`src/rtl/decode_ctrl_if.sv`:
```
// decode_ctrl_if: fetch-side, dispatch-side and flush signals of decode_ctrl in one bundle.
interface decode_ctrl_if;
    logic        flush_i;
    logic        in_valid_i;
    logic [31:0] in_pc_i;
    logic [31:0] in_instr_i;
    logic        in_excp_i;
    logic        in_ready_o;
    logic [31:0] dec_instr_o;
    logic        out_valid_o;
    logic [31:0] out_pc_o;
    logic        out_excp_o;
    logic        out_ready_i;
    logic [31:0] dispatch_cnt_o;
    modport slave (
        input  flush_i, in_valid_i, in_pc_i, in_instr_i, in_excp_i, out_ready_i,
        output in_ready_o, dec_instr_o, out_valid_o, out_pc_o, out_excp_o, dispatch_cnt_o
    );
    modport master (
        output flush_i, in_valid_i, in_pc_i, in_instr_i, in_excp_i, out_ready_i,
        input  in_ready_o, dec_instr_o, out_valid_o, out_pc_o, out_excp_o, dispatch_cnt_o
    );
endinterface

```
`src/rtl/decode_ctrl.sv`:
```
// decode_ctrl: circular instruction queue between fetch and dispatch, with a dispatch counter.
// Define DECODE_CTRL_BYPASS_EN to forward input straight to the outputs while the queue is empty.
module decode_ctrl #(
    parameter int DEPTH = 4
) (
    input logic          clk,
    input logic          rst_n,
    decode_ctrl_if.slave bus
);
    localparam int PW = $clog2(DEPTH);
    localparam int CW = PW + 1;
    logic [PW-1:0] head_q, head_d, tail_q, tail_d;
    logic [CW-1:0] cnt_q, cnt_d;
    logic [31:0]   disp_q, disp_d;
    logic [31:0]   pc_mem [DEPTH];
    logic [31:0]   instr_mem [DEPTH];
    logic          excp_mem [DEPTH];
    logic          empty, byp, push, pop, fire;
    always_comb begin
        empty = cnt_q == '0;
`ifdef DECODE_CTRL_BYPASS_EN
        byp = empty && bus.in_valid_i && !bus.flush_i;
`else
        byp = 1'b0;
`endif
        bus.in_ready_o  = cnt_q != CW'(DEPTH);
        bus.out_valid_o = (!empty || byp) && !bus.flush_i;
        // a bypassed word taken by dispatch the same cycle never enters the queue
        push = bus.in_valid_i && bus.in_ready_o && !bus.flush_i && !(byp && bus.out_ready_i);
        fire = bus.out_valid_o && bus.out_ready_i;
        pop  = fire && !byp;
        bus.out_pc_o    = !bus.out_valid_o ? '0 : byp ? bus.in_pc_i : pc_mem[head_q];
        bus.dec_instr_o = !bus.out_valid_o ? '0 : byp ? bus.in_instr_i : instr_mem[head_q];
        bus.out_excp_o  = bus.out_valid_o && (byp ? bus.in_excp_i : excp_mem[head_q]);
        bus.dispatch_cnt_o = disp_q;
        head_d = bus.flush_i ? '0 : head_q + PW'(pop);
        tail_d = bus.flush_i ? '0 : tail_q + PW'(push);
        cnt_d  = bus.flush_i ? '0 : cnt_q + CW'(push) - CW'(pop);
        disp_d = disp_q + 32'(fire);
    end
    always_ff @(posedge clk or negedge rst_n) begin
        if (!rst_n) begin
            head_q <= '0;
            tail_q <= '0;
            cnt_q  <= '0;
            disp_q <= '0;
        end else begin
            head_q <= head_d;
            tail_q <= tail_d;
            cnt_q  <= cnt_d;
            disp_q <= disp_d;
        end
    end
    always_ff @(posedge clk) begin
        if (push) begin
            pc_mem[tail_q]    <= bus.in_pc_i;
            instr_mem[tail_q] <= bus.in_instr_i;
            excp_mem[tail_q]  <= bus.in_excp_i;
        end
    end
endmodule

```
`src/flat_wrapper.sv`:
```
// flat-port wrapper written by rule: the top's interface ports become plain ports
module decode_ctrl_flat 
#(
    parameter int DEPTH = 4
)
  (clk, rst_n, bus_flush_i, bus_in_valid_i, bus_in_pc_i, bus_in_instr_i, bus_in_excp_i, bus_out_ready_i, bus_in_ready_o, bus_dec_instr_o, bus_out_valid_o, bus_out_pc_o, bus_out_excp_o, bus_dispatch_cnt_o);
  decode_ctrl_if bus_i ();
  input logic clk;
  input logic rst_n;
  input wire logic [$bits(bus_i.flush_i)-1:0] bus_flush_i;
  input wire logic [$bits(bus_i.in_valid_i)-1:0] bus_in_valid_i;
  input wire logic [$bits(bus_i.in_pc_i)-1:0] bus_in_pc_i;
  input wire logic [$bits(bus_i.in_instr_i)-1:0] bus_in_instr_i;
  input wire logic [$bits(bus_i.in_excp_i)-1:0] bus_in_excp_i;
  input wire logic [$bits(bus_i.out_ready_i)-1:0] bus_out_ready_i;
  output wire logic [$bits(bus_i.in_ready_o)-1:0] bus_in_ready_o;
  output wire logic [$bits(bus_i.dec_instr_o)-1:0] bus_dec_instr_o;
  output wire logic [$bits(bus_i.out_valid_o)-1:0] bus_out_valid_o;
  output wire logic [$bits(bus_i.out_pc_o)-1:0] bus_out_pc_o;
  output wire logic [$bits(bus_i.out_excp_o)-1:0] bus_out_excp_o;
  output wire logic [$bits(bus_i.dispatch_cnt_o)-1:0] bus_dispatch_cnt_o;
  assign bus_i.flush_i = bus_flush_i;
  assign bus_i.in_valid_i = bus_in_valid_i;
  assign bus_i.in_pc_i = bus_in_pc_i;
  assign bus_i.in_instr_i = bus_in_instr_i;
  assign bus_i.in_excp_i = bus_in_excp_i;
  assign bus_i.out_ready_i = bus_out_ready_i;
  assign bus_in_ready_o = bus_i.in_ready_o;
  assign bus_dec_instr_o = bus_i.dec_instr_o;
  assign bus_out_valid_o = bus_i.out_valid_o;
  assign bus_out_pc_o = bus_i.out_pc_o;
  assign bus_out_excp_o = bus_i.out_excp_o;
  assign bus_dispatch_cnt_o = bus_i.dispatch_cnt_o;
  decode_ctrl #(.DEPTH(DEPTH)) u_core (.clk(clk), .rst_n(rst_n), .bus(bus_i));
endmodule
```
`config.mk`:
```
export PLATFORM = sky130hd
export DESIGN_NAME = decode_ctrl_flat
export DESIGN_NICKNAME = d
export VERILOG_FILES = /design/src/rtl/decode_ctrl_if.sv /design/src/rtl/decode_ctrl.sv /design/src/flat_wrapper.sv
export SDC_FILE = /design/constraint.sdc
export NUM_CORES = 1
export LEC_CHECK = 0
export CORE_ASPECT_RATIO = 2
export CORE_MARGIN = 8
export CORE_UTILIZATION = 60
export CTS_BUF_LIST = sky130_fd_sc_hd__clkbuf_8
export CTS_CLUSTER_DIAMETER = 100
export CTS_CLUSTER_SIZE = 40
export DETAILED_ROUTE_END_ITERATION = 8
export PLACE_DENSITY = 0.89
export SLEW_MARGIN = 20
export SYNTH_ARGS = -nofsm -noshare
export SYNTH_HDL_FRONTEND = slang
export SYNTH_SLANG_ARGS = --single-unit
```
`constraint.sdc`:
```
create_clock -name clk -period 12.6 [get_ports clk]
set_clock_uncertainty 0.1 [all_clocks]
set_input_delay 2.52 -clock clk [delete_from_list [all_inputs] [get_ports clk]]
set_output_delay 2.52 -clock clk [all_outputs]
set_load 0.01 [all_outputs]
```
* Yosys cells after proc, flatten, opt, wreduce, memory -nomap -nowiden
Memories as Yosys holds them, arrays and structs flattened.
Index checks and enable logic that the tools add are counted.
** Word-level totals
- Register bits after elaboration :: 39
- Memory bits (writable) :: 260
- Input bits :: 70
- Output and inout bits :: 99
- Word-level logic and storage cells :: 28
- Memories kept :: 3
** Memories
- u_core.instr_mem :: words 4, width 32, read ports 1, clocked after Yosys merged registers in 0, wr ports 1, line decode_ctrl.sv:16 : logic [31:0] instr_mem [DEPTH];
- u_core.pc_mem :: words 4, width 32, read ports 1, clocked after Yosys merged registers in 0, wr ports 1, line decode_ctrl.sv:15 : logic [31:0] pc_mem [DEPTH];
- u_core.excp_mem :: words 4, width 1, read ports 1, clocked after Yosys merged registers in 0, wr ports 1, line decode_ctrl.sv:17 : logic excp_mem [DEPTH];
** Cells by class
- Add/subtract/negate cells :: 5
- Eq/ne operators :: 1
- Multiplexer cells :: 7
- Reductions and logical operators :: 8
** Operators with widths (number)
- 2-to-1 mux 32 bit :: 2
- adder 32 x 1 -> 32 bit :: 1
- logical AND 1 bit :: 5
- adder 2 x 1 -> 2 bit :: 2
- 2-to-1 mux 2 bit :: 2
- adder 3 x 1 -> 3 bit :: 1
- logical NOT 3 bit :: 1
- 2-to-1 mux 3 bit :: 1
- != test 3 bit, second input constant :: 1
- subtractor 3 x 1 -> 3 bit :: 1
- logical NOT 1 bit :: 2
- 2-to-1 mux 1 bit :: 2

* Depth between registers and ports, before layout
Gate-level depths: netlist of run 1.
- Depth in word-level cells :: 6
- Mapped depth :: 10
- Gate-level depth less buffers :: 10

* Worst setup path before layout of run 1
Ideal clock, no wire load.
- Kind :: input to register
- From :: in bus_flush_i
- To :: mem u_core.excp_mem[2], enable pin
- Library setup time :: 582 ps
- Arrival :: 7727 ps
- Required time :: 11918 ps
- Slack :: 4191 ps
- Cell stages on the path :: 3
- Path buffers :: 1
- Path through :: clkbuf_1 > nand3b_1 > nor3b_1
** On the way
- Longest elaborated chain between the ends :: 4
** RTL lines
- from (decl) :: line flat_wrapper.sv:10 : input wire logic [$bits(bus_i.flush_i)-1:0] bus_flush_i;
- logical NOT 1 bit :: line decode_ctrl.sv:29 : push = bus.in_valid_i && bus.in_ready_o && !bus.flush_i && !(byp && bus.out_ready_i);
- logical AND 1 bit :: line decode_ctrl.sv:29
- 2-to-1 mux 1 bit :: line decode_ctrl.sv:55 : if (push) begin
- 2-to-1 mux 1 bit (not written as such) :: line decode_ctrl.sv:58 : excp_mem[tail_q] <= bus.in_excp_i;
- to (decl) :: line decode_ctrl.sv:17
Every way passes these cells.

* Worst setup path after layout of run 1
- From :: in bus_flush_i
- To :: out bus_out_pc_o[14]
** On the way
- Longest elaborated chain between the ends :: 3
** RTL lines
- logical NOT 1 bit :: line decode_ctrl.sv:27 : bus.out_valid_o = (!empty || byp) && !bus.flush_i;
- logical AND 1 bit :: line decode_ctrl.sv:27
- 2-to-1 mux 32 bit :: line decode_ctrl.sv:32 : bus.out_pc_o = !bus.out_valid_o ? '0 : byp ? bus.in_pc_i : pc_mem[head_q];
- to (decl) :: line flat_wrapper.sv:19 : output wire logic [$bits(bus_i.out_pc_o)-1:0] bus_out_pc_o;
Every way passes these cells.

==> results of run 1 <==
## critical path: stages
cell,delay [ns]
clkdlybuf4s50_1,0.59
nor2_4,0.36
buf_4,0.47
and2_1,0.23
clkdlybuf4s50_1,0.58
## routing by layer
| layer | GRT usage [%] | up-vias |
|---|---|---|
| met5 | 0 | - |
| met1 | 21.08 | 3041 |
| met4 | 8.044 | 0 |
| met3 | 2.748 | 46 |
| li1 | - | 2601 |
| met2 | 37.63 | 214 |
## where the power goes
part           internal, mW  total, mW  switching (mW)
Clock                0.0877      0.350           0.262
Sequential             1.13       1.16          0.0351
Combinational         0.220      0.401           0.181
## cell families after synthesis
group                    Yosys count  synth area share [%]
AND/OR/NAND/NOR                  148                 7.973
adder cells (fa/ha/maj)            6                0.7073
flip-flops                       299                 75.23
multiplexers                      65                 12.54
AO/OA/AOI/OAI                      1               0.06432
XOR/XNOR                          34                 2.550
buffers and inverters             25                0.9429
## flip-flops by register name, indices dropped and copies added (netlist names)
register and flops:
u_core.bus.dispatch_cnt_o 32, u_core.cnt_q 3, u_core.excp_mem 4, u_core.head_q 2
u_core.instr_mem 128, u_core.pc_mem 128, u_core.tail_q 2
## worst paths after layout
| check | startpoint | to | slack (ns) |
|---|---|---|---|
| hold reg to reg | u_core.bus.dispatch_cnt_o[31]$_DFF_PN0_ | u_core.bus.dispatch_cnt_o[31]$_DFF_PN0_ | 0.41 |
| hold / removal | u_core.bus.dispatch_cnt_o[31]$_DFF_PN0_ | u_core.bus.dispatch_cnt_o[31]$_DFF_PN0_ | 0.41 |
| setup / recovery | bus_flush_i | bus_out_pc_o[14] | 5.20 |
| max in group asynchronous | rst_n | u_core.head_q[0]$_DFF_PN0_ | 9.72 |
| setup reg to reg | u_core.cnt_q[2]$_DFF_PN0_ | u_core.bus.dispatch_cnt_o[14]$_DFF_PN0_ | 10.13 |
| min in group asynchronous | rst_n | u_core.bus.dispatch_cnt_o[25]$_DFF_PN0_ | 2.30 |
## through the flow
stage	utilization, %	setup WS, ns
after global routing	72.25	5.062
after floorplan	-	4.191
after global placement	71.19	5.276
after CTS	72.23	5.173
final	72.25	5.195
after detailed placement	71.19	5.188
## final cells by class
cell class,instances,area [um^2],area share (%)
diodes,2,5.005,0.03610
clock buffers,11,151.4,1.092
clock inverters,6,48.80,0.3520
inverters,2,7.507,0.05415
multi-input cells,254,2810,20.27
flip-flops and latches,299,8791,63.41
well taps,259,324.1,2.337
repair buffers,174,1727,12.45
## layout by cell type, fill, tap and decap left out, drive strengths merged, types with 3 or more instances in the layout
master / count
nor2b: 3
inv: 7
clkdlybuf4s50: 168
xor2: 11
nor4: 7
ha: 5
dfrtp: 39
clkbuf: 11
nand4: 8
buf: 6
nand2: 12
nor3: 7
nand3: 13
and2: 66
edfxtp: 260
and3: 8
nor2: 10
xnor2: 23
and4: 7
mux4: 65
==> metrics, run 1 <==
Max Slew Vio Count 0; status completed; WHS 0.4110 ns; top post-synthesis cells by count edfxtp_1, and2_1, mux4_2, dfrtp_1, xnor2_1; WL met3 1240 um; global-route wire length before repair 36,340 um; post-CTS setup buffers 0; met2 routed WL 13,720 um; Filler cells 1,157; Mapped Cells 578; EDFF count, synth 260; final instance count without filler cells 1,007; Worst Setup Path Type primary input to primary output; Cells after DPL 988; crit path launch type primary input; worst rel slew slack 34.26%; Vias/cell 5.861; period utilization 58.77%; Top Layer Used met4; placed cell areas 13,660 um^2; Area growth syn-to-layout 18.74%; wl on met1 8374 um; VDD IR max 145.6 uV; library cells used by synthesis 33; CTS Hold Bufs 0; worst skew pair latency 0.54 ns; Synth Warn # 0; total number of vias 5,902; vias in the first global route 6,539; Max Fclk 135.1 MHz; DRC 0; Post-CTS Resized 0; Worst-path clk slew 0.21 ns; FF+latch count, synth 299; Tmin final 7.405 ns; dominant cells by area after synthesis edfxtp_1, mux4_2, dfrtp_1; I/O Pins 169; H-tree depth 1; Routed WL 24,040 um; leading area contributor after synthesis edfxtp_1; total power density per cell area 137.9 nW/um^2; number of buffers created by CTS 11; Slew @ Worst Pin 0.9861 ns; CTS tree done; row cnt 72; Worst Path Required 9.98 ns; Hold Vio Cnt, Final 0; number of nets in the layout 818; initial antenna violation count 2; DR WL/cell 23.87 um; element type at the critical path end primary output; max-cap violation count 0; Initial Util 60.85%; CTS root buf clkbuf_8; final setup violation count 0; total power 1.912 mW; layout cells sized above 1 13.54%; hold depth 1; post-synthesis instance area 11,680 um^2; placer's final routability congestion estimate 0.8848; largest net degree at the start of global routing 67; DR pass1 iterations 5; Worst Path Arrival 4.78 ns; clock tree sinks 299; aggregate global routing overflow 0; Main synth FF type edfxtp_1; register area share after synthesis 75.23%; worst min path class flip-flop to flip-flop; Max FO, Critical Path 52; top-count cell post-synth edfxtp_1; top cell type's share of synthesized area 66.87%; setup tns final 0 ns; total track usage 19.75%; Final Cell Area 13,860 um^2; Syn Nets 654; RSZ-0062 raised after global routing false; P_leak 4.530 nW; worst r2r path cells 8; dpl hpwl 16,230 um; die width 114.6 um; DIE HEIGHT 213.3 um; die area 24,450 um^2; final antenna-violating net count 0; Synth Area per Inst 20.20 um^2; Max clock buf depth 3; Post-synth ARST share 13.04%; number of I/O port buffers 168; total core area 19,190 um^2; Iter 0 DRT Violations 532
No activity file was read; power rests on OpenSTA's default activity.
==> run 2: changes to the inputs <==
--- a/config.mk
+++ b/config.mk
@@ -7,12 +7,12 @@
 export LEC_CHECK = 0
 export CORE_ASPECT_RATIO = 2
 export CORE_MARGIN = 8
-export CORE_UTILIZATION = 60
+export CORE_UTILIZATION = 56
 export CTS_BUF_LIST = sky130_fd_sc_hd__clkbuf_8
 export CTS_CLUSTER_DIAMETER = 100
 export CTS_CLUSTER_SIZE = 40
 export DETAILED_ROUTE_END_ITERATION = 8
-export PLACE_DENSITY = 0.89
+export PLACE_DENSITY = 0.84
 export SLEW_MARGIN = 20
 export SYNTH_ARGS = -nofsm -noshare
 export SYNTH_HDL_FRONTEND = slang
==> constraint.sdc (replaced) <==
create_clock -name clk -period 7 [get_ports clk]
set_clock_uncertainty 0.1 [all_clocks]
set_input_delay 1.4 -clock clk [delete_from_list [all_inputs] [get_ports clk]]
set_output_delay 1.4 -clock clk [all_outputs]
set_load 0.01 [all_outputs]
==> run 2 against run 1 <==
Non-clock buffer count is 1 higher. Die area up 6.4%. Worst hold slack got worse by 0.011 ns. Sequential power increased by 81%. Largest cell class unchanged. Highest routed layer is now met5.
==> metrics, run 2 (synthesis gave the netlist of run 1 again) <==
status completed; Vias/cell 5.736; CTS Hold Bufs 0; Max clock buf depth 3; number of nets in the layout 819; Filler cells 1,325; P_leak 4.532 nW; crit path from bus_flush_i; total power density per cell area 246.8 nW/um^2; DR pass1 iterations 4; Worst-path clk slew 0.21 ns; Post-CTS Resized 0; max-cap violation count 0; pre-CTS WS 1.696 ns; total core area 20,740 um^2; DIE HEIGHT 220.2 um; worst r2r path cells 5; FF-to-FF Start u_core.cnt_q[1]$_DFF_PN0_; global-route wire length before repair 34,070 um; post-layout util 66.97%; worst rel slew slack 31.62%; final setup violation count 0; die area 26,010 um^2; worst-path cell chain clkdlybuf4s50_1 -> nor2_4 -> buf_16 -> and2_1 -> clkdlybuf4s50_1; dpl hpwl 13,750 um; layout cells sized above 1 13.69%; CTS root buf clkbuf_8; number of buffers created by CTS 11; H-tree depth 1; Worst Setup Path Type primary input to primary output; Hold Startpoint u_core.bus.dispatch_cnt_o[31]$_DFF_PN0_; RSZ-0062 raised after global routing false; VDD IR max 279.4 uV; commonest non-fill, non-tap cell in the layout edfxtp_1; clock tree sinks 299; Hold Vio Cnt, Final 0; placer's final routability congestion estimate 0.7787; worst skew pair latency 0.54 ns; final antenna-violating net count 0; Routed WL 21,550 um; worst min path class flip-flop to flip-flop; initial antenna violation count 1; I/O Pins 169; DR WL/cell 21.26 um; Tmin final 5.260 ns; Slew @ Worst Pin 1.026 ns; element type at the critical path end primary output; Slowest Stage Delay on Critical Path 0.74 ns; capture point of the worst path bus_dec_instr_o[2]; Max Fclk 190.1 MHz; aggregate global routing overflow 0; row cnt 75; crit path launch type primary input; Max FO, Critical Path 42; number of I/O port buffers 168; Slowest cell on crit path nor2_4; R2R Setup Slk 4.54 ns; vias in the first global route 6,250; total track usage 16.62%; post-route worst setup slack 1.740 ns; largest net degree at the start of global routing 66; reg-to-reg endpoint u_core.instr_mem[3][17]$_DFFE_PP_; most frequent CP cell clkdlybuf4s50_1; n_diodes 0; die width 118.1 um; highest-count cells in the layout ignoring fill and taps edfxtp_1, clkdlybuf4s50_1, and2_1; Worst Path Arrival 3.76 ns; Worst Path Required 5.50 ns; Iter 0 DRT Violations 362; period utilization 75.14%; Initial Util 56.30%; DRC 0; total number of vias 5,816; CTS tree done; post-CTS setup buffers 0; Area growth syn-to-layout 18.96%; Max Slew Vio Count 0
[run 2: changes by cell type in the layout (fill, tap and decap cells not counted)]
cell and change:
dfrtp_4 -1, buf_16 +1, dfrtp_2 +1, inv_1 -2, diode_2 -2
[run 2: layout make-up]
class / instances / area (um^2) / area share (%)
Timing Repair Buffer: 175 / 1754 / 12.63
Sequential cell: 299 / 8788 / 63.27
Clock buffer: 11 / 151.4 / 1.090
Multi-Input combinational cell: 254 / 2810 / 20.23
Inverter: 2 / 7.507 / 0.05405
Clock inverter: 4 / 41.29 / 0.2973
Tap cell: 269 / 336.6 / 2.423
[run 2: worst max-delay path, delay by kind of cell]
kind / cells / cell delay [ns]
simple gates: 2 / 0.93
buf+inv: 3 / 1.42
[run 2: worst min-delay path by stage]
stage / endpoint / slack [ns] / cells past startpoint
after CTS: u_core.bus.dispatch_cnt_o[31]$_DFF_PN0_ / 0.41 / 1
after floorplan: u_core.bus.dispatch_cnt_o[31]$_DFF_PN0_ / 0.41 / 1
after global placement: u_core.bus.dispatch_cnt_o[31]$_DFF_PN0_ / 0.37 / 1
after detailed placement: u_core.bus.dispatch_cnt_o[31]$_DFF_PN0_ / 0.38 / 1
after global routing: u_core.bus.dispatch_cnt_o[25]$_DFF_PN0_ / 0.43 / 1
final: u_core.bus.dispatch_cnt_o[31]$_DFF_PN0_ / 0.40 / 1
[run 2: through the flow]
step | cell area, um^2 | std cells | hold WS (ns) | total power [mW] | setup TNS (ns)
floorplan | 11680 | 578 | 0.4073 | 2.486 | -36.30
global placement | 13670 | 998 | 0.3683 | 2.826 | 0
detailed placement | 13700 | 999 | 0.3848 | 2.863 | 0
CTS | 13890 | 1014 | 0.4093 | 3.477 | 0
global route | 13890 | 1014 | 0.4322 | 3.582 | 0
finish | 13890 | 1014 | 0.4003 | 3.429 | 0
[run 2: layer usage]
layer | GRT usage, % | routed length [um]
met1 | 21.77 | 9228
met2 | 27.71 | 10550
met3 | 3.986 | 1494
met4 | 3.911 | 270
met5 | 0 | 13
[run 2: power breakdown]
part / total, mW / leakage (nW) / internal (mW) / switching (mW)
Sequential: 2.10 / 2.89 / 2.03 / 0.0699
Clock: 0.622 / 0.106 / 0.156 / 0.466
Combinational: 0.710 / 1.53 / 0.406 / 0.304
Total: 3.43 / 4.53 / 2.59 / 0.840
==> run 3: changes to the inputs <==
==> constraint.sdc (replaced) <==
create_clock -name clk -period 5.25 [get_ports clk]
set_clock_uncertainty 0.1 [all_clocks]
set_input_delay 1.05 -clock clk [delete_from_list [all_inputs] [get_ports clk]]
set_output_delay 1.05 -clock clk [all_outputs]
set_load 0.01 [all_outputs]
==> run 3 against run 2 <==
Register-to-register slack worse by 1.7 ns. Clock power grew 34%. Flip-flop and latch count stayed put. Critical endpoint is now bus_out_pc_o[3]. Highest routed layer unchanged.
==> metrics, run 3 (synthesis gave the netlist of run 1 again) <==
placer's final routability congestion estimate 0.7754; total number of vias 5,793; Filler cells 1,345; worst skew pair latency 0.54 ns; Routed WL 21,590 um; FF-to-FF Start u_core.cnt_q[2]$_DFF_PN0_; layout cells sized above 1 13.92%; Slowest cell on crit path clkdlybuf4s50_1; Initial Util 56.30%; DIE HEIGHT 220.2 um; Iter 0 DRT Violations 410; logic gate share of total power 21.0%; total core area 20,740 um^2; Worst Path Arrival 3.10 ns; highest-count cells in the layout ignoring fill and taps edfxtp_1, clkdlybuf4s50_1, and2_1; switching pwr 1.121 mW; period utilization 80.90%; Sw Ratio 24.53%; post-CTS setup buffers 0; element type at the critical path end primary output; crit path from bus_flush_i; final antenna-violating net count 0; hold depth 1; worst rel slew slack 33.42%; DR pass1 iterations 4; number of I/O port buffers 168; reg-to-reg endpoint u_core.bus.dispatch_cnt_o[14]$_DFF_PN0_; die width 118.1 um; I/O Pins 169; total power density per cell area 327.7 nW/um^2; internal power 3.449 mW; H-tree depth 1; Slew @ Worst Pin 0.9987 ns; Tmin final 4.247 ns; row cnt 75; worst-path cell chain clkdlybuf4s50_1 -> buf_4 -> nor2_4 -> buf_4 -> and2_1 -> clkdlybuf4s50_1; Worst Path Required 4.10 ns; Clock Power Share 18.3%; Slowest Stage Delay on Critical Path 0.55 ns; largest net degree at the start of global routing 66; setup tns final 0 ns; Top delay family on crit path buffers and inverters; hold path endpoint u_core.bus.dispatch_cnt_o[25]$_DFF_PN0_; total power 4.570 mW; worst min path class flip-flop to flip-flop; Worst-path clk slew 0.21 ns; post-layout util 67.25%; P_leak 4.549 nW; crit path launch type primary input; Hold Vio Cnt, Final 0; aggregate global routing overflow 0; status completed; CTS root buf clkbuf_8; Max clock buf depth 3; CTS Hold Bufs 0; max-cap violation count 0; Max FO, Critical Path 34; R2R Setup Slk 2.80 ns; die area 26,010 um^2; RSZ-0062 raised after global routing false; Hold Startpoint u_core.bus.dispatch_cnt_o[25]$_DFF_PN0_; Post-CTS Resized 0; Vias/cell 5.702; Buf/Inv on CP 4; Max Slew Vio Count 0; CTS tree done; number of buffers created by CTS 11; Worst Setup Path Type primary input to primary output; worst r2r path cells 8; global-route wire length before repair 34,070 um; DRC 0; sequential fraction of design power 60.7%; initial antenna violation count 2; n_diodes 0; WHS 0.4137 ns; DR WL/cell 21.25 um; VDD IR max 326.1 uV; total track usage 16.74%; commonest non-fill, non-tap cell in the layout edfxtp_1; clock tree sinks 299; final setup violation count 0; Max Fclk 235.5 MHz; vias in the first global route 6,024; number of nets in the layout 821; dpl hpwl 13,930 um; Area growth syn-to-layout 19.45%
[run 3: how the worst max path moves through the flow]
stage	cells past startpoint	to	slack [ns]
after floorplan	3	u_core.excp_mem[2]$_DFFE_PP_	-1.69
after global placement	6	bus_dec_instr_o[11]	1.07
after detailed placement	6	bus_out_pc_o[3]	0.98
after CTS	4	bus_dec_instr_o[15]	0.91
after global routing	4	bus_dec_instr_o[11]	0.79
final	6	bus_out_pc_o[3]	1.00
[run 3: routing by layer]
metal  vias to the layer above  GRT usage, %  routed length [um]
met4                         4         3.567                 225
met1                      2981         22.37                8815
li1                       2600             -                   -
met5                         -             0                  23
met3                        16         4.522                1716
met2                       192         27.23               10810
[run 3: power by group through the flow]
| stage | sequential (mW) | clock [mW] | combinational, mW |
|---|---|---|---|
| after floorplan | 2.81 | 0 | 0.503 |
| after global placement | 2.82 | 0 | 0.961 |
| after detailed placement | 2.83 | 0 | 0.979 |
| after CTS | 2.78 | 0.873 | 0.984 |
| after global routing | 2.79 | 0.944 | 1.05 |
| final | 2.77 | 0.836 | 0.960 |
[run 3: layout make-up]
class	instances	area, um^2	area share (%)
timing repair buffer	177	1812	12.99
clock inverter	4	41.29	0.2960
tap	269	336.6	2.413
sequential	299	8788	63.01
inverter	2	7.507	0.05383
multi-input combinational	254	2810	20.15
clock buffer	11	151.4	1.085
[run 3: metrics by stage]
stage / std cells / setup WS, ns / cell area, um^2
final: 1016 / 1.003 / 13950
after CTS: 1016 / 0.9106 / 13950
after detailed placement: 1001 / 0.9773 / 13750
after global placement: 1001 / 1.075 / 13750
after floorplan: 578 / -1.689 / 11680
after global routing: 1016 / 0.7923 / 13950
